`src/rtl/comparator_4bit_sync.sv`:
```
// comparator_4bit_sync
//   Registered magnitude comparator for two WIDTH-bit operands. Each accepted
//   input produces one-hot gt/eq/lt flags and the larger/smaller operand,
//   all registered, exactly one clock later. The compare is unsigned or
//   two's-complement, chosen per transaction by signed_mode.
//
//   Optional build macro: COMPARATOR_STATS_EN
//     When defined, adds the saturating result counters cnt_gt, cnt_eq and
//     cnt_lt (CNT_W bits each). When undefined, those ports do not exist.
//
// Parameters
//   WIDTH  operand width, 2..32 (default 4)
//   CNT_W  statistics counter width (default 16, used with COMPARATOR_STATS_EN)
//
// Ports
//   clk          system clock, rising-edge active
//   rst          synchronous reset, active-high, has priority over in_valid
//   in_valid     a/b/signed_mode are valid this cycle
//   a, b         operands
//   signed_mode  0 = unsigned compare, 1 = two's-complement compare
//   out_valid    results were updated from an input accepted on the last edge
//   gt, eq, lt   one-hot compare flags (all 0 after reset until the first input)
//   max_out      larger operand (a when equal)
//   min_out      smaller operand (b when equal)
//   cnt_gt/eq/lt saturating per-result counters (COMPARATOR_STATS_EN only)

module comparator_4bit_sync #(
  parameter int unsigned WIDTH = 4,
  parameter int unsigned CNT_W = 16
) (
  input  logic             clk,
  input  logic             rst,
  input  logic             in_valid,
  input  logic [WIDTH-1:0] a,
  input  logic [WIDTH-1:0] b,
  input  logic             signed_mode,
  output logic             out_valid,
  output logic             gt,
  output logic             eq,
  output logic             lt,
  output logic [WIDTH-1:0] max_out,
  output logic [WIDTH-1:0] min_out
`ifdef COMPARATOR_STATS_EN
  ,
  output logic [CNT_W-1:0] cnt_gt,
  output logic [CNT_W-1:0] cnt_eq,
  output logic [CNT_W-1:0] cnt_lt
`endif
);

  // Elaboration-time guards on the parameter ranges.
  if (WIDTH < 2 || WIDTH > 32) begin : g_bad_width
    $error("comparator_4bit_sync: WIDTH must be in 2..32");
  end
  if (CNT_W < 1) begin : g_bad_cnt_w
    $error("comparator_4bit_sync: CNT_W must be at least 1");
  end

  // Compare keys: inverting the sign bit in signed mode maps two's-complement
  // order onto unsigned order, so one unsigned comparator serves both modes.
  logic [WIDTH-1:0] a_key;
  logic [WIDTH-1:0] b_key;
  logic             a_gt_b;
  logic             a_eq_b;
  logic             a_lt_b;
  logic [WIDTH-1:0] max_next;
  logic [WIDTH-1:0] min_next;

  always_comb begin
    a_key  = {a[WIDTH-1] ^ signed_mode, a[WIDTH-2:0]};
    b_key  = {b[WIDTH-1] ^ signed_mode, b[WIDTH-2:0]};
    a_eq_b = (a == b);
    a_gt_b = (a_key > b_key);
    a_lt_b = !a_gt_b && !a_eq_b;
    // Equality selects a for max and b for min; values are identical anyway.
    max_next = a_lt_b ? b : a;
    min_next = a_lt_b ? a : b;
  end

  always_ff @(posedge clk) begin
    if (rst) begin
      out_valid <= 1'b0;
      gt        <= 1'b0;
      eq        <= 1'b0;
      lt        <= 1'b0;
      max_out   <= '0;
      min_out   <= '0;
    end else begin
      out_valid <= in_valid;
      if (in_valid) begin
        gt      <= a_gt_b;
        eq      <= a_eq_b;
        lt      <= a_lt_b;
        max_out <= max_next;
        min_out <= min_next;
      end
    end
  end

`ifdef COMPARATOR_STATS_EN
  // Counters advance on the same edge as the flags and stick at all-ones.
  always_ff @(posedge clk) begin
    if (rst) begin
      cnt_gt <= '0;
      cnt_eq <= '0;
      cnt_lt <= '0;
    end else if (in_valid) begin
      if (a_gt_b && (cnt_gt != '1)) cnt_gt <= cnt_gt + CNT_W'(1);
      if (a_eq_b && (cnt_eq != '1)) cnt_eq <= cnt_eq + CNT_W'(1);
      if (a_lt_b && (cnt_lt != '1)) cnt_lt <= cnt_lt + CNT_W'(1);
    end
  end
`endif

endmodule

```
`config.mk`:
```
export PLATFORM = sky130hd
export DESIGN_NAME = comparator_4bit_sync
export DESIGN_NICKNAME = d
export VERILOG_FILES = /design/src/rtl/comparator_4bit_sync.sv
export SDC_FILE = /design/constraint.sdc
export NUM_CORES = 1
export LEC_CHECK = 0
export ABC_AREA = 1
export CAP_MARGIN = 20
export CORE_UTILIZATION = 40
export CTS_BUF_LIST = sky130_fd_sc_hd__clkbuf_4 sky130_fd_sc_hd__clkbuf_8
export DETAILED_ROUTE_END_ITERATION = 10
export PLACE_DENSITY = 0.73
export SYNTH_ARGS = -nofsm -noshare
export SYNTH_HDL_FRONTEND = slang
export SYNTH_SLANG_ARGS = --single-unit
```
`constraint.sdc`:
```
create_clock -name clk -period 1.5 [get_ports clk]
set_clock_uncertainty 0.1 [all_clocks]
set_input_delay 0.3 -clock clk [delete_from_list [all_inputs] [get_ports clk]]
set_output_delay 0.3 -clock clk [all_outputs]
set_load 0.01 [all_outputs]
```
==> flow_metrics.py, run 1 <==
metrics = {
    "floorplan": {
        "die_w_um": 45.6,
        "coreArea_um2": 1750,
        "die_h_um": 45.6,
        "initial_utilization": 0.435,
        "die_area_um2": 2080,
        "io_pins": 24,
        "rows": 15,
    },
    "critical_path": {
        "r2r_cells": 2,
        "crit_chain": "dlygate4sd2_1 -> inv_2 -> ha_4 -> nand4_4 -> buf_6 -> nand3_1 -> nand2_1 -> nor2_1 -> nor2_1",
        "r2r-start": "eq",
        "critPathMostFrequentCell": "nor2_1",
        "slowest_stage": "ha_4",
        "crit_cells": 9,
        "cp_data_required_time_ps": 1590,
        "crit_end": "min_out[0]",
        "crit_family": "buffers and inverters",
        "setup.worst_path.end_class": "flip-flop",
        "critPathLaunchType": "input pin",
        "slowest_delay_ps": 290,
        "critPathBufInv": 3,
        "crit_type": "in -> reg",
        "arrival_ps": 1520,
        "crit_start": "b[2]",
        "path_max_fanout": 8,
        "reg2reg_slack_ps": 780,
        "reg2reg_to": "eq",
    },
    "sta": {
        "final-max-slew-violation-count": 0,
        "fin_ws_ps": 73.8,
        "worst_pin_slew_ps": 291,
        "holdWs_ps": 277,
        "final.period_utilization": 0.951,
        "hold_violations": 0,
        "period_needed_ps": 1430,
        "relSlewSlack": 0.806,
        "rsz0062_at_grt": "no",
        "finalSetupViolCount": 0,
        "fmax_mhz": 701,
    },
    "routing": {
        "drt-vias-per-instance": 5.00,
        "ant_nets": 0,
        "avgRoutedWirePerCell_um": 13.2,
        "drc": 0,
        "vias": 825,
        "drtIter0Drc": 21,
        "routed_wirelength_um": 2170,
        "dr.pass1.iters": 4,
    },
    "yosys": {
        "synth_cell_types": 21,
        "ys.flop_type": "dfxtp_1",
        "postSynthCellCount": 100,
        "async_flop_share": 0,
        "postSynthAreaPerCell_um2": 7.59,
        "synthesis.nets": 115,
        "ys_ff_latch": 12,
        "netlist_area_um2": 759,
        "ys_seq_area_frac": 0.316,
        "yosys_warnings": 0,
        "synth-edff-count": 0,
    },
    "global_routing": {
        "grt_pass1_wl_um": 3330,
        "grt_pass1_vias": 737,
        "grt_start_max_net_pins": 20,
        "antenna_found_initial": 0,
        "grt_overflow": 0,
        "track_usage": 0.232,
    },
    "layout": {
        "n_antenna_cell": 0,
        "drive_gt1_frac": 0.364,
        "final_nets": 156,
        "syn_to_final_growth_pct": 63.3,
        "postLayoutCoreUtil": 0.710,
    },
    "clock_network": {
        "cts.sinks": 12,
        "cts_tree": "built",
        "clk_latency_ps": 280,
        "ctsRootBufferMaster": "clkbuf_4",
        "cts-htree-levels": 1,
        "path_clk_slew_ps": 90,
        "cts_buffers": 3,
        "hold_buffers": 0,
        "clk_path_buf_depth": 2,
    },
    "outcome": {
        "status": "complete, no violations",
    },
    "placement": {
        "portBuffers": 23,
        "place_ws_ps": -566,
        "dp_hpwl_um": 1270,
        "gp_congestion": 0.740,
    },
    "power": {
        "power_density_nw_per_um2": 777,
        "ir_drop_v": 0.000585,
        "leakage_nw": 0.617,
    },
    "run": {
        "max_cap_violations": 0,
    },
    "min_path": {
        "hold_path.class": "in -> reg",
    },
}
-- power breakdown --
| group | switching [mW] | internal [mW] | total, mW |
|---|---|---|---|
| registers | 0.00958 | 0.344 | 0.354 |
| clock network | 0.127 | 0.148 | 0.275 |
| logic | 0.179 | 0.155 | 0.334 |
-- worst min-delay path: stages --
cell and delay, ps:
clkbuf_2 100, nand3_1 70, nand2_1 50, nor2_1 30, nor2_1 70
-- sequential cells by signal, summed over array words and instances (netlist names) --
name	count
max_out	4
eq	1
lt	1
out_valid	1
min_out	4
gt	1
-- cell usage after synthesis (2+ instances only) --
cell type,number,area share
nor2_1,17,0.084
nand2_1,14,0.069
dfxtp_1,12,0.32
inv_1,10,0.049
nand3_1,10,0.066
a21oi_2,9,0.10
o21ai_0,9,0.059
ha_1,3,0.049
buf_6,2,0.030
inv_2,2,0.0099
nand2_4,2,0.030
-- timing repair --
| action | CTS | global route |
|---|---|---|
| pin swaps | 5 | 8 |
| setup endpoints to repair | 22 | 6 |
| gates cloned | 3 | 0 |
| setup buffers | 0 | 2 |
| resized for setup | 35 | 7 |
-- stage by stage --
stage                     total power [mW]  setup TNS (ps)  instance area (um2)  std cells
after global routing                  1.01               0                 1240        165
after detailed placement             0.660           -5650                 1100        156
final                                0.963               0                 1240        165
after floorplan                      0.533               0                  772        100
after CTS                            0.950               0                 1220        163
after global placement               0.652           -5380                 1100        156
-- how the worst min path moves through the flow --
stage | startpoint | end | depth (start not counted)
final | b[1] | min_out[1] | 5
after global routing | b[1] | min_out[1] | 5
after CTS | lt | lt | 2
after detailed placement | lt | lt | 2
after global placement | gt | gt | 2
after floorplan | rst | lt | 1
-- layer usage --
layer	wire (um)	up-vias	track usage
li1	-	411	-
met1	930	386	0.252
met2	1090	24	0.406
met3	111	4	0.0595
met4	41	0	0.127
met5	0	-	0
-- cell type report --
| type | instances | area (um2) |
|---|---|---|
| clock buffers | 4 | 36.3 |
| fillers | 146 | 505 |
| inverters | 12 | 45.0 |
| multi-input cells | 75 | 561 |
| flip-flops and latches | 12 | 240 |
| well taps | 25 | 31.3 |
| repair buffers | 37 | 327 |
-- cell families after synthesis --
kind of cell             count (synthesis)  share of synthesized area
buffers and inverters                   16                      0.100
AND/OR/NAND/NOR                         48                      0.348
AO/OA/AOI/OAI                           21                      0.186
flip-flops                              12                      0.316
adder cells (fa/ha/maj)                  3                     0.0494
-- cell usage in the layout (no fill, tap or decap), types with 7 or more instances in the layout --
cell type,n
nor2_1,17
dlygate4sd2_1,17
nand2_1,12
dfxtp_1,12
buf_4,11
o21ai_0,9
a21oi_2,9
nand3_1,8
inv_1,7
(Power assumes the default switching activity.)
==> inputs of run 2 (changes only) <==
- CORE_MARGIN: unset -> 4
- PLACE_DENSITY: 0.73 -> 0.76
==> flow_metrics.py, run 2 (synthesized netlist as in run 1, its figures left out) <==
metrics = {
    "critical_path": {
        "reg2reg_to": "max_out[2]",
        "slowest_delay_ps": 290,
        "path_max_fanout": 5,
        "r2r-start": "max_out[2]",
        "crit_chain": "dlygate4sd2_1 -> inv_2 -> ha_4 -> nand4_4 -> buf_6 -> nand3_1 -> nand2_1 -> nor2_1 -> nor2_1",
        "crit_cells": 9,
        "slowest_stage": "ha_4",
        "crit_type": "in -> reg",
        "reg2reg_slack_ps": 770,
        "critPathMostFrequentCell": "nor2_1",
        "crit_family": "buffers and inverters",
        "r2r_cells": 2,
        "critPathLaunchType": "input pin",
        "cp_data_required_time_ps": 1580,
        "crit_end": "max_out[1]",
        "setup.worst_path.end_class": "flip-flop",
        "critPathBufInv": 3,
        "crit_start": "b[2]",
        "arrival_ps": 1520,
    },
    "layout": {
        "final_nets": 158,
        "final_area_um2": 1250,
        "n_antenna_cell": 0,
        "register_area_um2": 240,
        "reg.largest.list": "max_out (4), min_out (4)",
        "syn_to_final_growth_pct": 65.1,
        "drive_gt1_frac": 0.380,
        "multiInputGateArea_um2": 552,
        "nFillCells": 148,
        "final_cell_mix": "nor2_1, dlygate4sd2_1, nand2_1, dfxtp_1, buf_4",
    },
    "floorplan": {
        "coreArea_um2": 1760,
        "die_area_um2": 2660,
        "initial_utilization": 0.430,
        "die_h_um": 51.6,
        "die_w_um": 51.6,
        "rows": 15,
        "io_pins": 24,
    },
    "sta": {
        "final-max-slew-violation-count": 0,
        "relSlewSlack": 0.828,
        "fin_ws_ps": 58.9,
        "hold_violations": 0,
        "period_needed_ps": 1440,
        "final.period_utilization": 0.961,
        "finalSetupTns_ps": 0,
        "fmax_mhz": 694,
        "worst_pin_slew_ps": 258,
        "finalSetupViolCount": 0,
    },
    "routing": {
        "dr.pass1.iters": 4,
        "top_layer_used": "met4",
        "drt-vias-per-instance": 4.92,
        "wl_met3_um": 113,
        "ant_nets": 0,
        "drtIter0Drc": 22,
        "wl_met2_um": 1180,
        "avgRoutedWirePerCell_um": 13.5,
        "wl_met1_um": 951,
        "drc": 0,
        "vias": 822,
        "routed_wirelength_um": 2260,
    },
    "global_routing": {
        "grt_overflow": 0,
        "track_usage": 0.184,
        "grt_pass1_wl_um": 3590,
        "grt_pass1_vias": 796,
        "grt_start_max_net_pins": 20,
        "antenna_found_initial": 0,
    },
    "clock_network": {
        "cts_buffers": 3,
        "ctsRootBufferMaster": "clkbuf_4",
        "hold_buffers": 0,
        "cts.sinks": 12,
        "path_clk_slew_ps": 80,
        "cts_tree": "built",
        "clk_path_buf_depth": 2,
        "cts-htree-levels": 1,
        "clk_latency_ps": 280,
    },
    "outcome": {
        "status": "complete, no violations",
    },
    "power": {
        "power_density_nw_per_um2": 762,
        "ir_drop_v": 0.000620,
        "leakage_nw": 0.623,
    },
    "min_path": {
        "hold_path.class": "in -> reg",
        "hold_depth": 5,
    },
    "run": {
        "max_cap_violations": 0,
    },
    "placement": {
        "portBuffers": 23,
        "gp_congestion": 0.772,
        "place_ws_ps": -569,
        "dp_hpwl_um": 1250,
        "dpl_cell_area_um2": 1100,
    },
}
## run 2: cell types whose count changed in the layout (fill, tap and decap cells not counted), sizes merged
cell,previous run,this run
buf,14,16
## run 2: final cells by class
type	instances	share of cell area
flip-flops and latches	12	0.192
well taps	25	0.0250
multi-input cells	75	0.440
inverters	12	0.0359
clock buffers	4	0.0289
repair buffers	39	0.278
## run 2: metal layers
| metal | global-route usage | up-vias |
|---|---|---|
| met4 | 0.0349 | 0 |
| li1 | - | 418 |
| met3 | 0.0573 | 2 |
| met2 | 0.320 | 22 |
| met1 | 0.223 | 380 |
| met5 | 0 | - |
## run 2: worst min-delay path by stage
| stage | slack, ps | to | startpoint |
|---|---|---|---|
| final | 300 | min_out[1] | b[1] |
| after global routing | 310 | min_out[1] | b[1] |
| after CTS | 380 | gt | gt |
| after detailed placement | 370 | gt | gt |
| after global placement | 360 | gt | gt |
| after floorplan | 260 | lt | rst |
## run 2: stage by stage
stage,power [mW],instances,hold slack [ps],util
after floorplan,0.533,100,262,-
after global placement,0.652,155,360,0.622
after detailed placement,0.658,155,367,0.622
after CTS,0.938,164,379,0.688
after global routing,1.02,167,306,0.711
final,0.956,167,295,0.711
## run 2: timing repair
item                                    CTS  global route
setup buffers                             0             3
pin swaps                                 5             7
endpoints found under the setup margin   22             9
cloned                                    5             0
gates resized for setup                  35            10
## run 2: where the power goes
part / total [mW] / internal (mW) / switching (mW)
combinational: 0.341 / 0.161 / 0.180
clock: 0.261 / 0.148 / 0.113
sequential: 0.354 / 0.344 / 0.0100
total: 0.956 / 0.653 / 0.303
## run 2: worst min-delay path: stages
cell and delay (ps):
clkbuf_2 100, nand3_1 70, nand2_1 60, nor2_1 30, nor2_1 70
==> inputs of run 3 (changes only) <==
- HOLD_SLACK_MARGIN: unset -> 0.06
==> results of run 3 <==
No change in the layout: final DEF, timing and power equal those of run 2.
==> RTL change: new RTL, flow settings as in run 2 <==
Set the parameter `WIDTH` to 5 (it was 4). Comments in the files are not updated.
--- a/src/rtl/comparator_4bit_sync.sv
+++ b/src/rtl/comparator_4bit_sync.sv
@@ -27,3 +27,3 @@
 module comparator_4bit_sync #(
-  parameter int unsigned WIDTH = 4,
+  parameter int unsigned WIDTH = 5,
   parameter int unsigned CNT_W = 16
Interface: changed (resized a, b, max_out and min_out); port bits go from 24 to 28. No check against the original RTL was run, so the function may have changed too.
==> RTL change against run 2 <==
- area after synthesis up 13%
- sequential cell count up 2
- sequential share of layout area fell by 0.73 points
- count of clock-buffer cells in the layout is the same
- hold slack improved by 0.034 ns
- setup slack lost 0.010 ns
- critical path depth unchanged
- global-route usage up 2.8 points
- die area up 11%
- routed wire length rose by 30%
- design area increased by 21%
- via count grew 29%
- total power increased by 21%
==> RTL change: results (changes against run 2) <==
| Group | Parameter | Value | vs run 2 |
|---|---|---|---|
| global routing | Antenna violations before repair | 0 | unchanged |
| placed design | HPWL after DPL | 1710 µm | +37% |
| logic synthesis | Synth Area in Compound Gates | 0.1022 | -0.08397 |
| sta | Fin crit share | 0.9674 | +0.006671 |
| logic synthesis | Adder-cell share of the synthesized area | 0.05839 | +0.008971 |
| logic synthesis | Top cells by count, synth | 32 x nand2_1, 15 x inv_1, 15 x nand3_1 |  |
| setup path | Launch point of the worst reg-to-reg path | min_out[3]$_SDFFE_PP0P_ |  |
| setup path | End point of the critical path | min_out[0]$_SDFFE_PP0P_ |  |
| layout | Largest registers | max_out: 5 flops, min_out: 5 flops |  |
| drt | WL met1 | 1124 µm | +18% |
| logic synthesis | Gate count after technology mapping | 120 | +20% |
| logic synthesis | Sequential-to-total area share from yosys stat | 0.3270 | +0.01070 |
| setup path | Cell type group with the largest total delay on the critical path | simple AND/OR/NAND/NOR gates |  |
| layout | Cell Count, Final, Fillers Out | 196 | +17% |
| placed design | Area after detailed placement | 1309 µm² | +19% |
| logic synthesis | Leading post-synthesis cells by cell area | dfxtp_1 33%, nand2_1 14%, nand3_1 8.8% |  |
| drt | Via density per instance | 5.429 | +10% |
| pwr | Power in sequential cells | 0.000415 W | +17% |
| run status | Result of the run | finished, final reports clean |  |
| clock tree | Deepest level of the CTS H-tree | 1 | unchanged |
| global routing | First-pass GRT wire length | 4581 µm | +27% |
| pwr | Power Combinational | 0.000470 W | +38% |
| global routing | Global routing met3 resource utilization | 0.05995 | +0.002639 |
| setup path | FF-to-FF path depth | 2 | unchanged |
| setup path | Slack of the worst reg-to-reg path | 0.74 ns | -0.03 ns |
| setup path | Maximum fanout along the worst path | 8 | +3 |
| placed design | Post-place setup slack | -0.6798 ns | -0.1108 ns |
| pwr | Part of the total power dissipated in combinational logic | 0.408 | +0.051 |
| sta | Relative slew margins | 0.7089 | -0.1189 |
| pwr | Maximum VDD drop | 0.8824 mV | +42% |
| setup path | Launch point of the worst path | a[2] |  |
| global routing | Overall global routing resource usage | 0.2118 | +0.02785 |
| logic synthesis | Synthesized Nets | 138 | +20% |
| drt | Detailed Route WL | 2938 µm | +30% |
| layout | Fraction of final layout cells sized beyond drive strength 1 | 0.4379 | +0.05759 |
| placed design | Port Buffers | 27 | +17% |
| layout | Number of nets at the end of the flow | 188 | +19% |
| drt | Met3 wire len | 192 µm | +70% |
| global routing | Via count of the first global-routing pass | 1061 | +33% |
| drt | Sum of met2 wire segment lengths after detailed routing | 1574 µm | +33% |
| global routing | Maximum number of pins on one net before global-route repair | 15 | -25% |
| drt | Iteration-0 DRC Markers | 28 | +27% |
| setup path | CP peak stage delay | 0.26 ns | -0.03 ns |
| logic synthesis | Area fraction of the dominant cell type after synthesis | 0.3270 | +0.01070 |
| layout | Layout fillers | 146 | -1.4% |
[RTL change: cell types whose count changed in the layout (fill, tap and decap cells not counted), moves of 6 or more]
| cell | change |
|---|---|
| nand2_2 | +6 |
| nor2_1 | -16 |
| nand4_1 | +8 |
| nand2_1 | +10 |
| a21oi_2 | -8 |
| o21ai_0 | -7 |
| a21oi_1 | +10 |
[RTL change: final cells by class]
cell class | count | area, µm² | share of cell area
clock buffer | 4 | 36.28 | 0.02387
inverter | 18 | 75.07 | 0.04938
multi-input combinational | 87 | 705.7 | 0.4642
sequential | 14 | 280.3 | 0.1844
tap | 27 | 33.78 | 0.02222
timing repair buffer | 46 | 389.1 | 0.2560
[RTL change: how the worst min path moves through the flow]
| stage | end | startpoint | slack [ns] | depth (start not counted) |
|---|---|---|---|---|
| after floorplan | min_out[4]$_SDFFE_PP0P_ | rst | 0.27 | 1 |
| after global placement | max_out[4]$_SDFFE_PP0P_ | max_out[4]$_SDFFE_PP0P_ | 0.35 | 2 |
| after detailed placement | min_out[4]$_SDFFE_PP0P_ | min_out[4]$_SDFFE_PP0P_ | 0.36 | 2 |
| after CTS | min_out[4]$_SDFFE_PP0P_ | min_out[4]$_SDFFE_PP0P_ | 0.37 | 2 |
| after global routing | max_out[2]$_SDFFE_PP0P_ | a[2] | 0.36 | 5 |
| final | max_out[2]$_SDFFE_PP0P_ | a[2] | 0.33 | 5 |
[RTL change: repair_timing]
action | 4_1_cts | 5_1_grt
gates cloned | 3 | 0
pin swaps | 14 | 19
resized for setup | 50 | 28
setup buffers | 3 | 1
setup endpoints to repair | 27 | 12
[RTL change: cell families after synthesis]
kind of cell               after synthesis
and+or+nand+nor                         64
buffers and inverters                   22
AOI/OAI and AO/OA                       16
DFF                                     14
adders and majority gates                4
